**config.mk**
```make
export PLATFORM = sky130hd
export DESIGN_NAME = pipeline_hazard_controller
export DESIGN_NICKNAME = d
export VERILOG_FILES = /design/src/rtl/pipeline_hazard_controller_pkg.sv /design/src/rtl/pipeline_hazard_controller_load_use_detect.sv /design/src/rtl/pipeline_hazard_controller.sv
export SDC_FILE = /design/constraint.sdc
export NUM_CORES = 1
export LEC_CHECK = 0
export ABC_AREA = 1
export CAP_MARGIN = 20
export CORE_MARGIN = 2
export CORE_UTILIZATION = 55
export DETAILED_ROUTE_END_ITERATION = 10
export PLACE_DENSITY = 0.95
export SLEW_MARGIN = 20
export SYNTH_ARGS = -nofsm -noshare
export SYNTH_HDL_FRONTEND = slang
export SYNTH_SLANG_ARGS = --single-unit
```
**constraint.sdc**
```tcl
create_clock -name clk_i -period 3.5 [get_ports clk_i]
set_input_delay 0.7 -clock clk_i [delete_from_list [all_inputs] [get_ports clk_i]]
set_output_delay 0.7 -clock clk_i [all_outputs]
set_load 0.05 [all_outputs]
```
**src/rtl/pipeline_hazard_controller_pkg.sv**
```systemverilog
// Shared MIPS pipeline definitions: sequencer state encodings, register-zero
// constant, load-latency bounds and the per-stage control bundle.
package pipeline_hazard_controller_pkg;

  typedef enum logic [1:0] {
    ST_RUN      = 2'b00,
    ST_LU_STALL = 2'b01,
    ST_MEM_WAIT = 2'b10
  } hz_state_e;

  localparam int REG_ZERO         = 0;
  localparam int LOAD_LATENCY_MIN = 1;
  localparam int LOAD_LATENCY_MAX = 7;
  localparam int BCNT_WIDTH       = 3;

  typedef struct packed {
    logic pc_en;
    logic ifid_en;
    logic idex_en;
    logic exmem_en;
    logic memwb_en;
    logic ifid_flush;
    logic idex_flush;
  } stage_ctrl_t;

  // Bubble: hold PC and IF/ID, inject a NOP into ID/EX, let the back end drain.
  localparam stage_ctrl_t CTRL_OFF    = 7'b00000_00;
  localparam stage_ctrl_t CTRL_RUN    = 7'b11111_00;
  localparam stage_ctrl_t CTRL_STALL  = 7'b00111_01;
  localparam stage_ctrl_t CTRL_FREEZE = 7'b00000_00;
  localparam stage_ctrl_t CTRL_SQUASH = 7'b11111_11;

  function automatic int clamp_latency(input int lat);
    if (lat < LOAD_LATENCY_MIN) return LOAD_LATENCY_MIN;
    if (lat > LOAD_LATENCY_MAX) return LOAD_LATENCY_MAX;
    return lat;
  endfunction

endpackage

```
**src/rtl/pipeline_hazard_controller_load_use_detect.sv**
```systemverilog
// Combinational load-use comparator between the load in EX and the
// source operands of the instruction in ID.
module load_use_detect
  import pipeline_hazard_controller_pkg::*;
#(
  parameter int REG_ADDR_WIDTH = 5
) (
  input  logic                      ex_memRead_i,
  input  logic                      ex_writeReg_i,
  input  logic [REG_ADDR_WIDTH-1:0] ex_regToWrite_i,
  input  logic [REG_ADDR_WIDTH-1:0] id_rs_i,
  input  logic [REG_ADDR_WIDTH-1:0] id_rt_i,
  input  logic                      id_usesRt_i,
  output logic                      lu_hit_o
);

  localparam logic [REG_ADDR_WIDTH-1:0] ZERO_REG = REG_ADDR_WIDTH'(REG_ZERO);

  logic destValid;
  logic rsMatch;
  logic rtMatch;

  // $0 is hardwired, so a load targeting it never creates a dependency.
  assign destValid = ex_memRead_i & ex_writeReg_i & (ex_regToWrite_i != ZERO_REG);
  assign rsMatch   = (ex_regToWrite_i == id_rs_i);
  assign rtMatch   = id_usesRt_i & (ex_regToWrite_i == id_rt_i);
  assign lu_hit_o  = destValid & (rsMatch | rtMatch);

endmodule

```
**src/rtl/pipeline_hazard_controller.sv**
```systemverilog
// Pipeline sequencer: load-use bubbles, data-memory wait freezes and
// taken-branch squashes, plus a saturating stall-cycle counter.
module pipeline_hazard_controller
  import pipeline_hazard_controller_pkg::*;
#(
  parameter int REG_ADDR_WIDTH = 5,
  parameter int LOAD_LATENCY   = 1,
  parameter int CNT_WIDTH      = 32
) (
  input  logic                      clk_i,
  input  logic                      rst_ni,
  input  logic [REG_ADDR_WIDTH-1:0] id_rs_i,
  input  logic [REG_ADDR_WIDTH-1:0] id_rt_i,
  input  logic                      id_usesRt_i,
  input  logic                      ex_memRead_i,
  input  logic                      ex_writeReg_i,
  input  logic [REG_ADDR_WIDTH-1:0] ex_regToWrite_i,
  input  logic                      ex_branchTaken_i,
  input  logic                      mem_busy_i,
  output logic                      pc_en_o,
  output logic                      ifid_en_o,
  output logic                      idex_en_o,
  output logic                      exmem_en_o,
  output logic                      memwb_en_o,
  output logic                      ifid_flush_o,
  output logic                      idex_flush_o,
  output logic [CNT_WIDTH-1:0]      stall_cycles_o
);

  localparam int                    LL_EFF       = clamp_latency(LOAD_LATENCY);
  localparam bit                    MULTI_BUBBLE = (LL_EFF > 1);
  localparam logic [BCNT_WIDTH-1:0] BCNT_INIT    =
    MULTI_BUBBLE ? BCNT_WIDTH'(LL_EFF - 2) : '0;

  hz_state_e              state_q, state_d;
  hz_state_e              savedState_q, savedState_d;
  hz_state_e              effState;
  logic [BCNT_WIDTH-1:0]  bcnt_q, bcnt_d;
  logic [CNT_WIDTH-1:0]   stallCnt_q, stallCnt_d;
  logic                   luHit;
  stage_ctrl_t            ctrl;

  load_use_detect #(
    .REG_ADDR_WIDTH (REG_ADDR_WIDTH)
  ) u_load_use_detect (
    .ex_memRead_i    (ex_memRead_i),
    .ex_writeReg_i   (ex_writeReg_i),
    .ex_regToWrite_i (ex_regToWrite_i),
    .id_rs_i         (id_rs_i),
    .id_rt_i         (id_rt_i),
    .id_usesRt_i     (id_usesRt_i),
    .lu_hit_o        (luHit)
  );

  // Once mem_busy drops the frozen cycles are over, so the cycle behaves as
  // the saved state immediately rather than spending an extra cycle in MEM_WAIT.
  assign effState = (state_q == ST_MEM_WAIT) ? savedState_q : state_q;

  always_ff @(posedge clk_i or negedge rst_ni) begin
    if (!rst_ni) begin
      state_q      <= ST_RUN;
      savedState_q <= ST_RUN;
      bcnt_q       <= '0;
    end else begin
      state_q      <= state_d;
      savedState_q <= savedState_d;
      bcnt_q       <= bcnt_d;
    end
  end

  always_comb begin
    state_d      = state_q;
    savedState_d = savedState_q;
    bcnt_d       = bcnt_q;
    if (mem_busy_i) begin
      state_d      = ST_MEM_WAIT;
      savedState_d = effState;
    end else if (ex_branchTaken_i) begin
      state_d = ST_RUN;
      bcnt_d  = '0;
    end else begin
      unique case (effState)
        ST_LU_STALL: begin
          if (bcnt_q == '0) begin
            state_d = ST_RUN;
          end else begin
            state_d = ST_LU_STALL;
            bcnt_d  = BCNT_WIDTH'(bcnt_q - BCNT_WIDTH'(1));
          end
        end
        default: begin
          state_d = ST_RUN;
          if (luHit && MULTI_BUBBLE) begin
            state_d = ST_LU_STALL;
            bcnt_d  = BCNT_INIT;
          end
        end
      endcase
    end
  end

  always_comb begin
    ctrl = CTRL_RUN;
    if (!rst_ni) begin
      ctrl = CTRL_OFF;
    end else if (mem_busy_i) begin
      ctrl = CTRL_FREEZE;
    end else if (ex_branchTaken_i) begin
      ctrl = CTRL_SQUASH;
    end else if ((effState == ST_LU_STALL) || luHit) begin
      ctrl = CTRL_STALL;
    end
  end

  assign pc_en_o      = ctrl.pc_en;
  assign ifid_en_o    = ctrl.ifid_en;
  assign idex_en_o    = ctrl.idex_en;
  assign exmem_en_o   = ctrl.exmem_en;
  assign memwb_en_o   = ctrl.memwb_en;
  assign ifid_flush_o = ctrl.ifid_flush;
  assign idex_flush_o = ctrl.idex_flush;

  always_comb begin
    stallCnt_d = stallCnt_q;
    if (!ctrl.pc_en && (stallCnt_q != '1)) begin
      stallCnt_d = stallCnt_q + CNT_WIDTH'(1);
    end
  end

  always_ff @(posedge clk_i or negedge rst_ni) begin
    if (!rst_ni) begin
      stallCnt_q <= '0;
    end else begin
      stallCnt_q <= stallCnt_d;
    end
  end

  assign stall_cycles_o = stallCnt_q;

endmodule

```
After elaboration in Yosys (flattened, before gate mapping)

Cells that the tools add are included.

Register bits: 39
Bits of input ports: 22
Output and inout port bits: 39
Word-level logic and storage cells: 37

Add/sub/neg operators: 2
Eq/ne operators: 6
Multiplexer cells: 12
Bitwise logic cells: 6
Reduce and logical (&&, ||, !) cells: 7

Operators by type and width:

| operator              | number |
|---|---|
| $add 32x1->32 const B | 1 |
| $ne 32x32->1 const B  | 1 |
| $mux 7                | 4 |
| $eq 5x5->1            | 2 |
| $mux 3                | 3 |
| $mux 2                | 4 |
| $reduce_bool 5->1     | 1 |
| $and 1x1->1           | 4 |
| $logic_not 3->1       | 1 |
| $reduce_and 3->1      | 1 |
| $sub 3x1->3 const B   | 1 |
| $eq 2x1->1 const B    | 1 |
| $eq 2x2->1 const B    | 1 |
| $ne 2x2->1 const B    | 1 |
| $reduce_bool 2->1     | 1 |
| $logic_and 1x1->1     | 1 |
| $logic_not 1->1       | 1 |
| $logic_or 1x1->1      | 1 |
| $mux 1                | 1 |
| $not 1->1             | 1 |
| $or 1x1->1            | 1 |

Logic depth before layout (Yosys ltp)

Gate-level depths: netlist of the first run.

Word-level depth: 11
Depth in mapped cells: 12
Depth with buffers taken out: 11

By module

From an unflattened synthesis of the first run, not the netlist that was laid out.

Cells, all modules: 464
Area total of the unflattened synthesis: 2890.3 um^2

Modules (own cells, without submodules):

| module                     | times used | cells an instance | area each (um^2) | sequential area each (um^2) |
|---|---|---|---|---|
| pipeline_hazard_controller | 1          | 412               | 2680.1           | 975.9 |
| load_use_detect            | 1          | 52                | 210.2            | 0.0 |

Worst setup path after synthesis of the first run

OpenSTA, ideal clock, no wires.

Kind: input-to-output
From: input mem_busy_i
To: output pc_en_o
Data arrival time: 2896 ps
Data required time: 2800 ps
Path slack: -96 ps
Stages: 7
Path buffers: 2
Cell sequence: inv_1 -> nand2_1 -> nor2_1 -> clkinv_1 -> clkbuf_1 -> nand2_1 -> buf_4

Longest elaborated chain between the ends: 2

Ends and longest elaborated chain:

| what        | line                              | source |
|---|---|---|
| from (decl) | pipeline_hazard_controller.sv:19  | `input logic mem_busy_i,` |
| $mux 7      | pipeline_hazard_controller.sv:106 | `end else if (mem_busy_i) begin` |
| $mux 7      | pipeline_hazard_controller.sv:104 | `if (!rst_ni) begin` |
| to (decl)   | pipeline_hazard_controller.sv:20  | `output logic pc_en_o,` |

No other way between the ends.

Final worst setup path of the first run

From: input ex_regToWrite_i[3]
To: output ifid_en_o

Longest elaborated chain between the ends: 9
Elaborated cells between the ends (all ways): 12
Classes of those cells: 2 x eq/ne; 4 x mux; 4 x bitwise; 2 x reduce/logical

Ends and longest elaborated chain:

| what                 | line                                             | source |
|---|---|---|
| from (decl)          | pipeline_hazard_controller.sv:17                 | `input logic [REG_ADDR_WIDTH-1:0] ex_regToWrite_i,` |
| $eq 5x5->1           | pipeline_hazard_controller_load_use_detect.sv:26 | `assign rtMatch = id_usesRt_i & (ex_regToWrite_i == id_rt_i);` |
| $and 1x1->1          | pipeline_hazard_controller_load_use_detect.sv:26 |  |
| $or 1x1->1           | pipeline_hazard_controller_load_use_detect.sv:27 | `assign lu_hit_o = destValid & (rsMatch \| rtMatch);` |
| $and 1x1->1 (*)      | pipeline_hazard_controller_load_use_detect.sv:27 |  |
| $logic_or 1x1->1 (*) | pipeline_hazard_controller.sv:110                | `end else if ((effState == ST_LU_STALL) \|\| luHit) begin` |
| $mux 7 (*)           | pipeline_hazard_controller.sv:110                |  |
| $mux 7 (*)           | pipeline_hazard_controller.sv:108                | `end else if (ex_branchTaken_i) begin` |
| $mux 7 (*)           | pipeline_hazard_controller.sv:106                |  |
| $mux 7 (*)           | pipeline_hazard_controller.sv:104                |  |
| to (decl)            | pipeline_hazard_controller.sv:21                 | `output logic ifid_en_o,` |

Mark *: on every way between the ends. The rest lies on a longest branch, timed or not.

==> impl_metrics.json, run 1 <==
{
  "status": "finished clean",
  "crit_fanout": 4,
  "row_count": 25,
  "holdCritStartpoint": "savedState_q[0]",
  "start_util_pct": 57.8,
  "numCtsBuffers": 5,
  "clockBufferDepth": 2,
  "die_h_um": 75.1,
  "synth_edf_count": 0,
  "holdCritPathClass": "reg -> reg",
  "globalplace.congestion": 1.01,
  "final-setup-viol-count": 0,
  "grt_max_degree": 40,
  "antenna_found_initial": 0,
  "synth_largest_area_cell": "dfrtp_1",
  "maxSlewViolCount": 0,
  "synthTopCellsByArea": "dfrtp_1 (35%), nand2_1 (24%), nand4_1 (7.6%), nor2_1 (6.9%), inv_1 (5.4%)",
  "cellLeakagePower_nw": 1.70,
  "startpoint_type": "primary input",
  "cts_root_buf": "clkbuf_8",
  "cts_tree": "built",
  "synthTopCellsByCount": "nand2_1 (178), nor2_1 (51), inv_1 (40)",
  "clock_skew_ps": 7.94,
  "ant_nets": 0,
  "ios": 61,
  "critPathSlowestCell": "clkdlybuf4s50_1",
  "fin_tns_setup_ps": 0,
  "yosysSeqAreaShare_pct": 35.1,
  "hold-path-endpoint": "savedState_q[0]",
  "via_per_inst": 5.38,
  "path_clk_slew_ps": 70,
  "clkSinkCount": 39,
  "critical_path.cell_chain": "clkdlybuf4s50_1 -> inv_1 -> nand2_1 -> nand2_1 -> nor2_1 -> nand3_1 -> nand2_1 -> nand2_1 -> nand3_2 -> nand2_1 -> buf_12",
  "die_w_um": 75.1,
  "drt_wl_total_um": 7410,
  "avgRoutedWirePerCell_um": 13.5,
  "port_buffers": 60,
  "ctsHtreeMaxLevel": 2,
  "cap_violations": 0,
  "diodes": 0,
  "via_count": 2959,
  "fmax_mhz": 333,
  "synthToLayoutAreaGrowth_pct": 26.2,
  "cp_top_family": "simple AND/OR/NAND/NOR gates",
  "required_ps": 2800,
  "p_per_area_nw_per_um2": 340,
  "final_util_pct": 72.9,
  "ys_warn_count": 0,
  "hold_depth": 2,
  "drtIter0Drc": 218,
  "ys_types": 26,
  "max_slew_margin_pct": 65.8,
  "core_area_um2": 4820,
  "holdBufCountCts": 0,
  "layout-drive-gt1-share_pct": 6.63,
  "syn-num-nets": 448,
  "ys_ff_latch": 39,
  "drt_first_pass_iters": 5,
  "synth_area_um2": 2780,
  "worst_slew_pin_slew_ps": 511,
  "finalNonFillerCells": 550,
  "cp-end-kind": "output port",
  "timing.hold.ws_ps": 506,
  "drc_errors": 0,
  "r2r-start": "stall_cycles_o[0]",
  "dp_hpwl_um": 5810,
  "grt_pass1_vias": 2768,
  "syn-instance-count": 423,
  "crit_top_cell": "nand2_1",
  "finalHoldViolations": 0,
  "r2r_cells": 10,
  "grt-ovfl-total": 0,
  "critical_path_class": "in -> out",
  "post-route-period-util_pct": 85.7,
  "clk-insertion-delay-late_ps": 290,
  "cts_setup_buffers": 0,
  "dp.cells": 542,
  "track_usage_pct": 28.4,
  "rsz0062_at_grt": "false",
  "synth.top_cell.area_share_pct": 35.1,
  "synth_ff_type": "dfrtp_1",
  "fin_crit_ps": 3000,
  "fin_nets": 507,
  "ir_worst_vdd_uv": 273,
  "r2r_slack_ps": 1490,
  "cts-resized-gates": 0,
  "post-synth-top-count-cell": "nand2_1",
  "synth.avg_cell_area_um2": 6.58,
  "async_flop_share_pct": 100,
  "slowest_delay_ps": 500,
  "cp_num_buf_inv": 3,
  "die_area_um2": 5650,
  "grt_pass1_wl_um": 12300,
  "cp.arrival_ps": 2300,
  "fin_total_pwr_mw": 1.19,
  "worst_r2r_endpoint": "stall_cycles_o[16]"
}
registers in the layout, indices dropped and copies added (netlist names):
name            count
state_q             2
bcnt_q              3
savedState_q        2
stall_cycles_o     32
report_power, final:
part           switching, mW  total [mW]  internal (mW)  leakage (nW)
clock network          0.153       0.293          0.140        0.0422
registers             0.0489       0.529          0.480         0.535
logic                  0.239       0.372          0.133          1.12
kinds of logic (layout without fill, tap and decap cells):
family	Yosys count	count (layout)	share of synthesized area (%)
simple gates	291	291	44.9
buf+inv	56	116	8.94
flops	39	39	35.1
xor+xnor	25	25	7.87
compound gates	9	9	1.84
fa+ha+maj	3	3	1.35
per-layer routing:
metal | track usage, % | share of wire [%] | up-vias | wire length (um)
met3 | 3.35 | 6.3 | 17 | 470
met2 | 48.4 | 49 | 104 | 3630
met4 | 7.60 | 2.1 | 0 | 156
li1 | - | - | 1447 | -
met5 | 0 | 0 | - | 0
met1 | 38.3 | 43 | 1391 | 3150
area by class of cell:
| type | instances | area [um2] |
|---|---|---|
| flip-flops and latches | 39 | 976 |
| repair buffers | 67 | 656 |
| inverters | 41 | 154 |
| fillers | 411 | 1310 |
| clock buffers | 7 | 76.3 |
| multi-input cells | 328 | 1560 |
| clock inverters | 1 | 5.00 |
| well taps | 67 | 83.8 |
worst max path at each step:
stage / start / endpoint / slack [ps] / depth (start not counted)
6_report: ex_regToWrite_i[3] / ifid_en_o / 500 / 11
5_1_grt: ex_regToWrite_i[0] / pc_en_o / 400 / 11
4_1_cts: ex_regToWrite_i[3] / pc_en_o / 490 / 11
3_5_place_dp: ex_regToWrite_i[3] / pc_en_o / 490 / 11
3_3_place_gp: ex_regToWrite_i[4] / pc_en_o / 640 / 11
2_1_floorplan: mem_busy_i / pc_en_o / 230 / 7
cell usage in the layout (no fill, tap or decap), drive strengths merged:
cell / instances
nand3: 13
dfrtp: 39
inv: 40
xor2: 14
nand2: 181
xnor2: 11
clkdlybuf4s50: 52
nand4: 34
clkinv: 2
o21ai: 4
nor3: 6
buf: 15
clkbuf: 7
nor2: 55
ha: 3
a21oi: 1
a21o: 1
a31oi: 1
nand3b: 2
o22ai: 2
worst reg2reg max path, delay by kind of cell (launching register included):
| kind | cells | cell delay [ps] |
|---|---|---|
| adders and majority gates | 1 | 250 |
| buffers and inverters | 2 | 380 |
| DFF | 1 | 470 |
| and+or+nand+nor | 7 | 850 |
stage by stage:
| stage | worst slack [ps] | instance area, um2 |
|---|---|---|
| floorplan | 225 | 2790 |
| global placement | 638 | 3430 |
| detailed placement | 494 | 3430 |
| CTS | 490 | 3510 |
| global route | 399 | 3510 |
| finish | 500 | 3510 |
Note: power is estimated with default switching activity, not from simulation.
==> run 2: changes to the inputs <==
Settings changed: ABC_CLOCK_PERIOD_IN_PS from default to 3500, SLEW_MARGIN 20 to 40.
==> results of run 2 <==
The final DEF is identical to that of run 1; final timing and power are the same.
==> run 3: changes to the inputs <==
Settings changed: HOLD_SLACK_MARGIN from default to 0.1.
==> results of run 3 <==
The final DEF is identical to that of run 1; final timing and power are the same.
